**config.mk**
```make
export PLATFORM = sky130hd
export DESIGN_NAME = ok_wire_handshake_bridge
export DESIGN_NICKNAME = d
export VERILOG_FILES = /design/src/rtl/ok_bridge_pkg.sv /design/src/rtl/ok_level_to_pulse.sv /design/src/rtl/ok_wire_handshake_bridge.sv
export SDC_FILE = /design/constraint.sdc
export NUM_CORES = 1
export LEC_CHECK = 0
export CORE_MARGIN = 2
export CORE_UTILIZATION = 35
export DETAILED_ROUTE_END_ITERATION = 10
export GPL_TIMING_DRIVEN = 0
export PLACE_DENSITY = 0.69
export REMOVE_ABC_BUFFERS = 1
export SYNTH_ARGS = -nofsm -noshare
export SYNTH_HDL_FRONTEND = slang
export SYNTH_HIERARCHICAL = 1
export SYNTH_SLANG_ARGS = --single-unit
```
**constraint.sdc**
```tcl
create_clock -name clock -period 6 [get_ports clock]
set_clock_uncertainty 0.15 [all_clocks]
set_input_delay 0.6 -clock clock [delete_from_list [all_inputs] [get_ports clock]]
set_output_delay 0.6 -clock clock [all_outputs]
set_load 0.05 [all_outputs]
```
**src/rtl/ok_bridge_pkg.sv**
```systemverilog
// Shared types and constants for the FrontPanel wire-level handshake bridge.
// Holds the path FSM encodings, wo_status bit positions and the FPGATop endpoint map.
package ok_bridge_pkg;

    typedef enum logic {
        E_EMPTY = 1'b0,
        E_FULL  = 1'b1
    } enq_state_e;

    typedef enum logic {
        D_EMPTY = 1'b0,
        D_FULL  = 1'b1
    } deq_state_e;

    localparam int STATUS_OVF_BIT = 31;
    localparam int STATUS_UNF_BIT = 30;

    // okWireIn / okWireOut endpoint addresses wired up by FPGATop
    localparam logic [7:0] EP_ENQ_VALID   = 8'h03;
    localparam logic [7:0] EP_ENQ_BITS_LO = 8'h04;
    localparam logic [7:0] EP_ENQ_BITS_HI = 8'h05;
    localparam logic [7:0] EP_IN_VALID    = 8'h06;
    localparam logic [7:0] EP_IN_BITS     = 8'h07;
    localparam logic [7:0] EP_DEQ         = 8'h08;
    localparam logic [7:0] EP_WO_FIRST    = 8'h20;
    localparam logic [7:0] EP_WO_LAST     = 8'h23;

endpackage

```
**src/rtl/ok_level_to_pulse.sv**
```systemverilog
// Turns a host level wire into a single-cycle pulse on each rising edge.
// The previous-sample register resets to 0, so a wire already high at release yields one pulse.
module ok_level_to_pulse (
    input  logic clock_i,
    input  logic reset_n_i,
    input  logic level_i,
    output logic pulse_o
);

    logic prev_q;

    always_ff @(posedge clock_i or negedge reset_n_i) begin
        if (!reset_n_i) begin
            prev_q <= 1'b0;
        end else begin
            prev_q <= level_i;
        end
    end

    assign pulse_o = level_i & ~prev_q;

endmodule

```
**src/rtl/ok_wire_handshake_bridge.sv**
```systemverilog
// Bridges host toggle wires to ready/valid transfers in both directions, one beat per toggle,
// and reports counters plus sticky overflow/underflow flags through wire-outs.
module ok_wire_handshake_bridge
    import ok_bridge_pkg::*;
#(
    parameter int IN_WORDS  = 2,
    parameter int OUT_WORDS = 1,
    parameter int CNT_W     = 16
) (
    input  logic                    clock,
    input  logic                    reset_n,
    input  logic                    wi_enq_valid,
    input  logic [32*IN_WORDS-1:0]  wi_enq_bits,
    output logic                    wo_enq_ready,
    output logic                    enq_valid,
    input  logic                    enq_ready,
    output logic [32*IN_WORDS-1:0]  enq_bits,
    input  logic                    deq_valid,
    output logic                    deq_ready,
    input  logic [32*OUT_WORDS-1:0] deq_bits,
    output logic                    wo_deq_valid,
    output logic [32*OUT_WORDS-1:0] wo_deq_bits,
    input  logic                    wi_deq,
    output logic [31:0]             wo_status,
    output logic [CNT_W-1:0]        wo_deq_count,
    input  logic                    wi_clear
);

    // Handshake: a beat moves on any rising clock where valid and ready are both 1;
    // valid never drops and the data never changes while a beat waits for ready.

    logic enq_rise;
    logic deq_rise;

    ok_level_to_pulse u_enq_edge (
        .clock_i   (clock),
        .reset_n_i (reset_n),
        .level_i   (wi_enq_valid),
        .pulse_o   (enq_rise)
    );

    ok_level_to_pulse u_deq_edge (
        .clock_i   (clock),
        .reset_n_i (reset_n),
        .level_i   (wi_deq),
        .pulse_o   (deq_rise)
    );

    enq_state_e enq_state_q, enq_state_d;
    deq_state_e deq_state_q, deq_state_d;

    logic [32*IN_WORDS-1:0]  hold_in_q, hold_in_d;
    logic [32*OUT_WORDS-1:0] hold_out_q, hold_out_d;
    logic [CNT_W-1:0]        enq_count_q, enq_count_d;
    logic [CNT_W-1:0]        deq_count_q, deq_count_d;
    logic                    ovf_q, ovf_d;
    logic                    unf_q, unf_d;

    logic enq_capture, enq_done, ovf_set;
    logic deq_capture, deq_pop, unf_set;

    always_ff @(posedge clock or negedge reset_n) begin
        if (!reset_n) begin
            enq_state_q <= E_EMPTY;
            deq_state_q <= D_EMPTY;
        end else begin
            enq_state_q <= enq_state_d;
            deq_state_q <= deq_state_d;
        end
    end

    // A handshake and a new rise in the same cycle refill the register without passing through empty
    always_comb begin
        enq_state_d = enq_state_q;
        enq_capture = 1'b0;
        enq_done    = 1'b0;
        ovf_set     = 1'b0;
        case (enq_state_q)
            E_EMPTY: begin
                if (enq_rise) begin
                    enq_capture = 1'b1;
                    enq_state_d = E_FULL;
                end
            end
            E_FULL: begin
                enq_done = enq_ready;
                if (enq_ready && enq_rise) begin
                    enq_capture = 1'b1;
                end else if (enq_ready) begin
                    enq_state_d = E_EMPTY;
                end else if (enq_rise) begin
                    ovf_set = 1'b1;
                end
            end
            default: enq_state_d = E_EMPTY;
        endcase
    end

    always_comb begin
        deq_state_d = deq_state_q;
        deq_capture = 1'b0;
        deq_pop     = 1'b0;
        unf_set     = 1'b0;
        case (deq_state_q)
            D_EMPTY: begin
                unf_set = deq_rise;
                if (deq_valid) begin
                    deq_capture = 1'b1;
                    deq_state_d = D_FULL;
                end
            end
            D_FULL: begin
                if (deq_rise) begin
                    deq_pop     = 1'b1;
                    deq_state_d = D_EMPTY;
                end
            end
            default: deq_state_d = D_EMPTY;
        endcase
    end

    // Clear takes priority over any increment or flag set in the same cycle
    always_comb begin
        hold_in_d   = enq_capture ? wi_enq_bits : hold_in_q;
        hold_out_d  = deq_capture ? deq_bits : hold_out_q;
        enq_count_d = enq_count_q + CNT_W'(enq_done);
        deq_count_d = deq_count_q + CNT_W'(deq_pop);
        ovf_d       = ovf_q | ovf_set;
        unf_d       = unf_q | unf_set;
        if (wi_clear) begin
            enq_count_d = '0;
            deq_count_d = '0;
            ovf_d       = 1'b0;
            unf_d       = 1'b0;
        end
    end

    always_ff @(posedge clock or negedge reset_n) begin
        if (!reset_n) begin
            hold_in_q   <= '0;
            hold_out_q  <= '0;
            enq_count_q <= '0;
            deq_count_q <= '0;
            ovf_q       <= 1'b0;
            unf_q       <= 1'b0;
        end else begin
            hold_in_q   <= hold_in_d;
            hold_out_q  <= hold_out_d;
            enq_count_q <= enq_count_d;
            deq_count_q <= deq_count_d;
            ovf_q       <= ovf_d;
            unf_q       <= unf_d;
        end
    end

    always_comb begin
        enq_valid                 = (enq_state_q == E_FULL);
        wo_enq_ready              = (enq_state_q == E_EMPTY);
        enq_bits                  = hold_in_q;
        deq_ready                 = (deq_state_q == D_EMPTY);
        wo_deq_valid              = (deq_state_q == D_FULL);
        wo_deq_bits               = hold_out_q;
        wo_deq_count              = deq_count_q;
        wo_status                 = 32'(enq_count_q);
        wo_status[STATUS_OVF_BIT] = ovf_q;
        wo_status[STATUS_UNF_BIT] = unf_q;
    end

endmodule

```
==> impl_metrics.toml, run 1 <==
[floorplan]
std_cell_rows = 46
die_w_um = 130
initial_core_util = 0.355
die-area_mm2 = 0.0170
io_pins = 251
core_mm2 = 0.0157
die_h_um = 130

[synth]
synthMuxAreaShare = 0.218
ys_warn_count = 6
yosysSeqAreaShare = 0.601
synth_cell_types = 30
syn_inst = 408
netlist_area_mm2 = 0.00558
synth_xor_area_frac = 0.0126
synth_area_per_cell_um2 = 13.7
synth-simple-area-share = 0.0961
synth_top_family_by_area = "multiplexers"
synth-seq-cells = 134
synthAdderAreaFrac = 0.00898
synth_compound_area_frac = 0.0222

[sta]
slew_headroom = 0.388
min_period_over_period = 0.429
finalSetupViolCount = 0
max_freq_mhz = 388
period_needed_ns = 2.57
rsz0062_at_grt = "false"
hold_viol = 0
drv_slew = 0
worstMarginPinSlew_ns = 0.916

[clock_network]
cts.sinks = 134
ctsRootBufferMaster = "clkbuf_16"
cts_repair_resize_count = 0
cts_tree = "built"
postCtsSetupRepairBufs = 0
clock_latency_ns = 0.40
htreeDepth = 4
clk_pin_slew_worst_paths_ns = 0.06
clock_path_buffers = 2
holdBufCountCts = 0
cts_buffers = 17

[finish]
final_cell_mix = "234 x clkdlybuf4s50_1, 134 x dfrtp_1, 108 x mux2_2, 23 x nor2_1, 17 x clkbuf_16"
nets = 753
diodes = 0
fillCellCount = 1328
final_cells = 873
final_core_util = 0.555
area.sequential_mm2 = 0.00335
layout_commonest_cell = "clkdlybuf4s50_1"
multi_input_area_mm2 = 0.00206
drive_gt1_frac = 0.228
areaGrowthSynthToFinish_pct = 56.3

[grt]
grt_overflow_total = 0
antenna_found_initial = 0
grt_pass1_wl_mm = 21.8
grt_start_max_net_pins = 76
groute.usage.overall = 0.167
grt_pass1_vias = 4318

[power]
powerDensity_mw_per_mm2 = 402
p_leak_nw = 3.62
vdd_drop_max_mv = 0.229

[detailed_routing]
drcViolationCount = 0
viasPerCell = 4.65
first_iter_violations = 152
avgRoutedWirePerCell_um = 15.7
dr.pass1.iters = 4
routed_wl_mm = 13.7
detail-route-antenna-nets = 0
num_vias = 4058

[placed_design]
gp_congestion = 0.754
place_inst = 843
portBuffers = 236
dp_hpwl_mm = 9.92

[critical_path]
start_kind = "input port"
worstPathArrival_ns = 2.71
rrSetupSlack_ns = 3.75
critPathKind = "in2reg"
reg2reg_depth = 6
critPathMaxFanout = 7
r2r_end = "wo_deq_count[15]"
critical_path_required_ns = 6.13
cp-end-kind = "flop"
r2r-start = "u_deq_edge/prev_q"

[run]
max-cap-violations = 0

[outcome]
outcome = "completed"

[min_path]
min-delay-path-class = "in2async"
## layout make-up
type                    count  area share
flip-flops and latches    134       0.385
repair buffers            237       0.274
multi-input cells         247       0.237
clock buffers              22      0.0556
well taps                 216      0.0310
clock inverters             8      0.0141
inverters                   9     0.00388
## sequential cells by signal (all words and copies together) (netlist names)
signal,count
enq_count_q,16
u_deq_edge/prev_q,1
wo_deq_bits,32
unf_q,1
wo_deq_valid,1
u_enq_edge/prev_q,1
wo_deq_count,16
enq_bits,64
enq_valid,1
ovf_q,1
## how the worst max path moves through the flow
| stage | start | end | slack (ns) |
|---|---|---|---|
| final | wi_deq | wo_deq_count[15] | 3.43 |
| after detailed placement | wi_deq | wo_deq_count[15] | 3.01 |
| after CTS | wi_deq | wo_deq_count[15] | 3.43 |
| after global routing | wi_deq | wo_deq_count[15] | 3.32 |
| after floorplan | enq_valid | enq_bits[0] | 3.15 |
| after global placement | reset_n | enq_bits[32] | -1.08 |
## metrics by stage
stage               TNS (ns)  worst slack (ns)  hold slack (ns)  cell area (um^2)  total power, mW
floorplan                  0              3.15            0.154              5440             1.97
global placement     -143.70             -1.08            0.337              8070             2.45
detailed placement         0              3.01            0.342              8110             2.46
CTS                        0              3.43           0.0205              8710             3.55
global route               0              3.32           0.0403              8710             3.65
finish                     0              3.43           0.0116              8710             3.50
## synthesized netlist by cell type
master	number	area (um^2)
a21oi_1	11	55.1
a31oi_1	1	6.26
and2_1	1	6.26
buf_1	3	11.3
buf_2	10	50.1
buf_4	16	120
clkbuf_1	2	7.51
conb_1	1	3.75
dfrtp_1	134	3350
ha_1	4	50.1
inv_1	9	33.8
mux2_2	108	1220
nand2_1	9	33.8
nand2b_1	2	12.5
nand3_1	8	40.0
nand4_1	4	25.0
nand4_2	2	25.0
nand4_4	2	42.5
nor2_1	23	86.3
nor2b_1	15	93.8
nor2b_4	2	27.5
nor4_1	12	75.1
o21ai_0	8	40.0
o21bai_1	1	7.51
o31ai_1	2	15.0
or3_1	6	37.5
or3_2	2	15.0
or4_1	2	15.0
xnor2_1	4	35.0
xor2_1	4	35.0
## kinds of logic after synthesis
family	after synthesis
buffers and inverters	40
DFF	134
other	1
and+or+nand+nor	90
xor gates and xnor gates	8
muxes	108
AOI/OAI and AO/OA	23
adders and majority gates	4
## report_power, final
| group | internal (mW) | leakage [nW] | switching (mW) | total [mW] |
|---|---|---|---|---|
| Combinational | 0.472 | 1.69 | 0.810 | 1.28 |
| Sequential | 1.07 | 1.64 | 0.0883 | 1.16 |
| Clock | 0.692 | 0.290 | 0.371 | 1.06 |
## routing by layer
metal / GRT usage / up-vias / wire (um)
li1: - / 1874 / -
met1: 0.187 / 2013 / 5310
met2: 0.288 / 155 / 7040
met3: 0.0644 / 16 / 1120
met4: 0.0651 / 0 / 220
met5: 0 / - / 0
## critical path, stage by stage
cell	delay, ns
clkdlybuf4s50_1	0.49
nor2b_4	0.17
and2_1	0.16
ha_1	0.22
nand4_1	0.29
nor4_1	0.40
mux2_2	0.39
Note: power is estimated with default switching activity, not from simulation.
==> inputs of run 2 (changes only) <==
==> constraint.sdc (replaced) <==
create_clock -name clock -period 2.6 [get_ports clock]
set_clock_uncertainty 0.15 [all_clocks]
set_input_delay 0.26 -clock clock [delete_from_list [all_inputs] [get_ports clock]]
set_output_delay 0.26 -clock clock [all_outputs]
set_load 0.05 [all_outputs]
==> run 2 against run 1 <==
Non-clock buffer count is 1 higher. Clock-buffer cell count stayed put. First-iteration DRC count fell by 11%. Sequential share of layout area is essentially flat. Final area increased by 0.11%. Wire length decreased by 0.14%.
==> impl_metrics.toml, run 2 (synthesis gave the netlist of run 1 again) <==
[sta]
setup_slack_ns = 0.363
drv_slew = 0
worstMarginPinSlew_ns = 0.916
max_freq_mhz = 447
period_needed_ns = 2.24
finalSetupTns_ns = 0
min_period_over_period = 0.861
finalSetupViolCount = 0
hold_viol = 0
slew_headroom = 0.388
rsz0062_at_grt = "false"
hold_ws_ns = 0.197

[placed_design]
portBuffers = 236
place_inst = 843
dp_hpwl_mm = 9.92
pre_cts_slack_ns = -0.0508
gp_congestion = 0.754
placed_area_mm2 = 0.00811

[grt]
antenna_found_initial = 0
grt_overflow_total = 0
grt_start_max_net_pins = 76
grt_pass1_vias = 4318
groute.usage.overall = 0.167
grt_pass1_wl_mm = 21.8

[detailed_routing]
drcViolationCount = 0
avgRoutedWirePerCell_um = 15.6
first_iter_violations = 136
num_vias = 4040
routed_wl_mm = 13.7
dr.pass1.iters = 4
detail-route-antenna-nets = 0
viasPerCell = 4.62

[critical_path]
cp.buffers_inverters = 0
cp_top_family = "simple AND/OR/NAND/NOR gates"
cp_cell_sequence = "nor2b_4 > and2_1 > ha_1 > nand4_1 > nor4_1 > mux2_2"
slowest_stage = "nor4_1"
reg2reg_depth = 6
critical_path_depth = 6
critical_path_required_ns = 2.73
start_kind = "flop"
startpoint = "u_deq_edge/prev_q"
r2r-start = "u_deq_edge/prev_q"
worstPathArrival_ns = 2.37
r2r_end = "wo_deq_count[15]"
critPathKind = "reg2reg"
rrSetupSlack_ns = 0.36
crit_end = "wo_deq_count[15]"
cp-end-kind = "flop"
critPathMaxFanout = 7
max_stage_delay_ns = 0.40

[floorplan]
die_h_um = 130
io_pins = 251
die_w_um = 130
initial_core_util = 0.355
std_cell_rows = 46
die-area_mm2 = 0.0170
core_mm2 = 0.0157

[finish]
stdcell_area_mm2 = 0.00872
nets = 754
areaGrowthSynthToFinish_pct = 56.5
fillCellCount = 1327
diodes = 0
final_core_util = 0.555
multi_input_area_mm2 = 0.00206
area.sequential_mm2 = 0.00335
final_cells = 874
drive_gt1_frac = 0.228
layout_commonest_cell = "clkdlybuf4s50_1"
final_cell_mix = "234 x clkdlybuf4s50_1, 134 x dfrtp_1, 108 x mux2_2, 23 x nor2_1, 17 x clkbuf_16"
largest_register_ffs = 64

[power]
p_leak_nw = 3.63
p_sw_frac = 0.362
powerDensity_mw_per_mm2 = 927
finalPower_mw = 8.09
vdd_drop_max_mv = 0.529
clkPwrFrac = 0.303
p_int_mw = 5.16
p_switching_mw = 2.93
power_frac_comb = 0.366
pwr-share-seq = 0.331

[clock_network]
cts.sinks = 134
cts_buffers = 17
clk_pin_slew_worst_paths_ns = 0.06
clock_path_buffers = 2
ctsRootBufferMaster = "clkbuf_16"
clock_latency_ns = 0.40
htreeDepth = 4
cts_repair_resize_count = 0
cts_tree = "built"
postCtsSetupRepairBufs = 0

[min_path]
min-delay-path-class = "in2reg"

[run]
max-cap-violations = 0

[outcome]
outcome = "completed"
==> run 2: cell count changes in the layout (fill, tap and decap cells not counted) <==
cell,before,now
dlygate4sd3_1,0,1
==> run 2: worst reg2reg max path, delay by kind of cell (launching register included) <==
family | cells | cell delay [ns]
flip-flops | 1 | 0.39
multiplexers | 1 | 0.39
adder cells (fa/ha/maj) | 1 | 0.22
AND/OR/NAND/NOR | 4 | 0.97
==> run 2: repair_timing <==
item                                    in CTS  in global routing
endpoints found under the hold margin       59                  0
endpoints found under the setup margin       0                  0
hold buffers                                 1                  0
==> run 2: worst min-delay path by stage <==
stage / start / end / slack [ns] / cells after the start
2_1_floorplan: reset_n / enq_bits[0] / -0.19 / 0
3_3_place_gp: ovf_q / ovf_q / 0.34 / 2
3_5_place_dp: reset_n / wo_deq_count[7] / 0.12 / 1
4_1_cts: wi_enq_valid / u_enq_edge/prev_q / 0.18 / 1
5_1_grt: wi_enq_valid / u_enq_edge/prev_q / 0.17 / 1
6_report: wi_enq_valid / u_enq_edge/prev_q / 0.20 / 1
==> run 2: power by group through the flow <==
stage	combinational [mW]	sequential (mW)	clock, mW
5_1_grt	3.07	2.72	2.63
4_1_cts	2.99	2.68	2.52
6_report	2.96	2.67	2.45
2_1_floorplan	0.494	4.04	0
3_5_place_dp	2.98	2.71	0
3_3_place_gp	2.97	2.68	0
==> run 2: final cells by class <==
cell class	instances	area share
inverter	9	0.00387
clock inverter	8	0.0141
clock buffer	22	0.0555
sequential	134	0.384
multi-input combinational	247	0.237
timing repair buffer	238	0.275
tap	216	0.0310
==> run 2: per-layer routing <==
layer,part of all wire,vias up,global-route usage
li1,-,1877,-
met1,0.39,2003,0.187
met2,0.51,144,0.288
met3,0.079,16,0.0644
met4,0.016,0,0.0651
met5,0,-,0
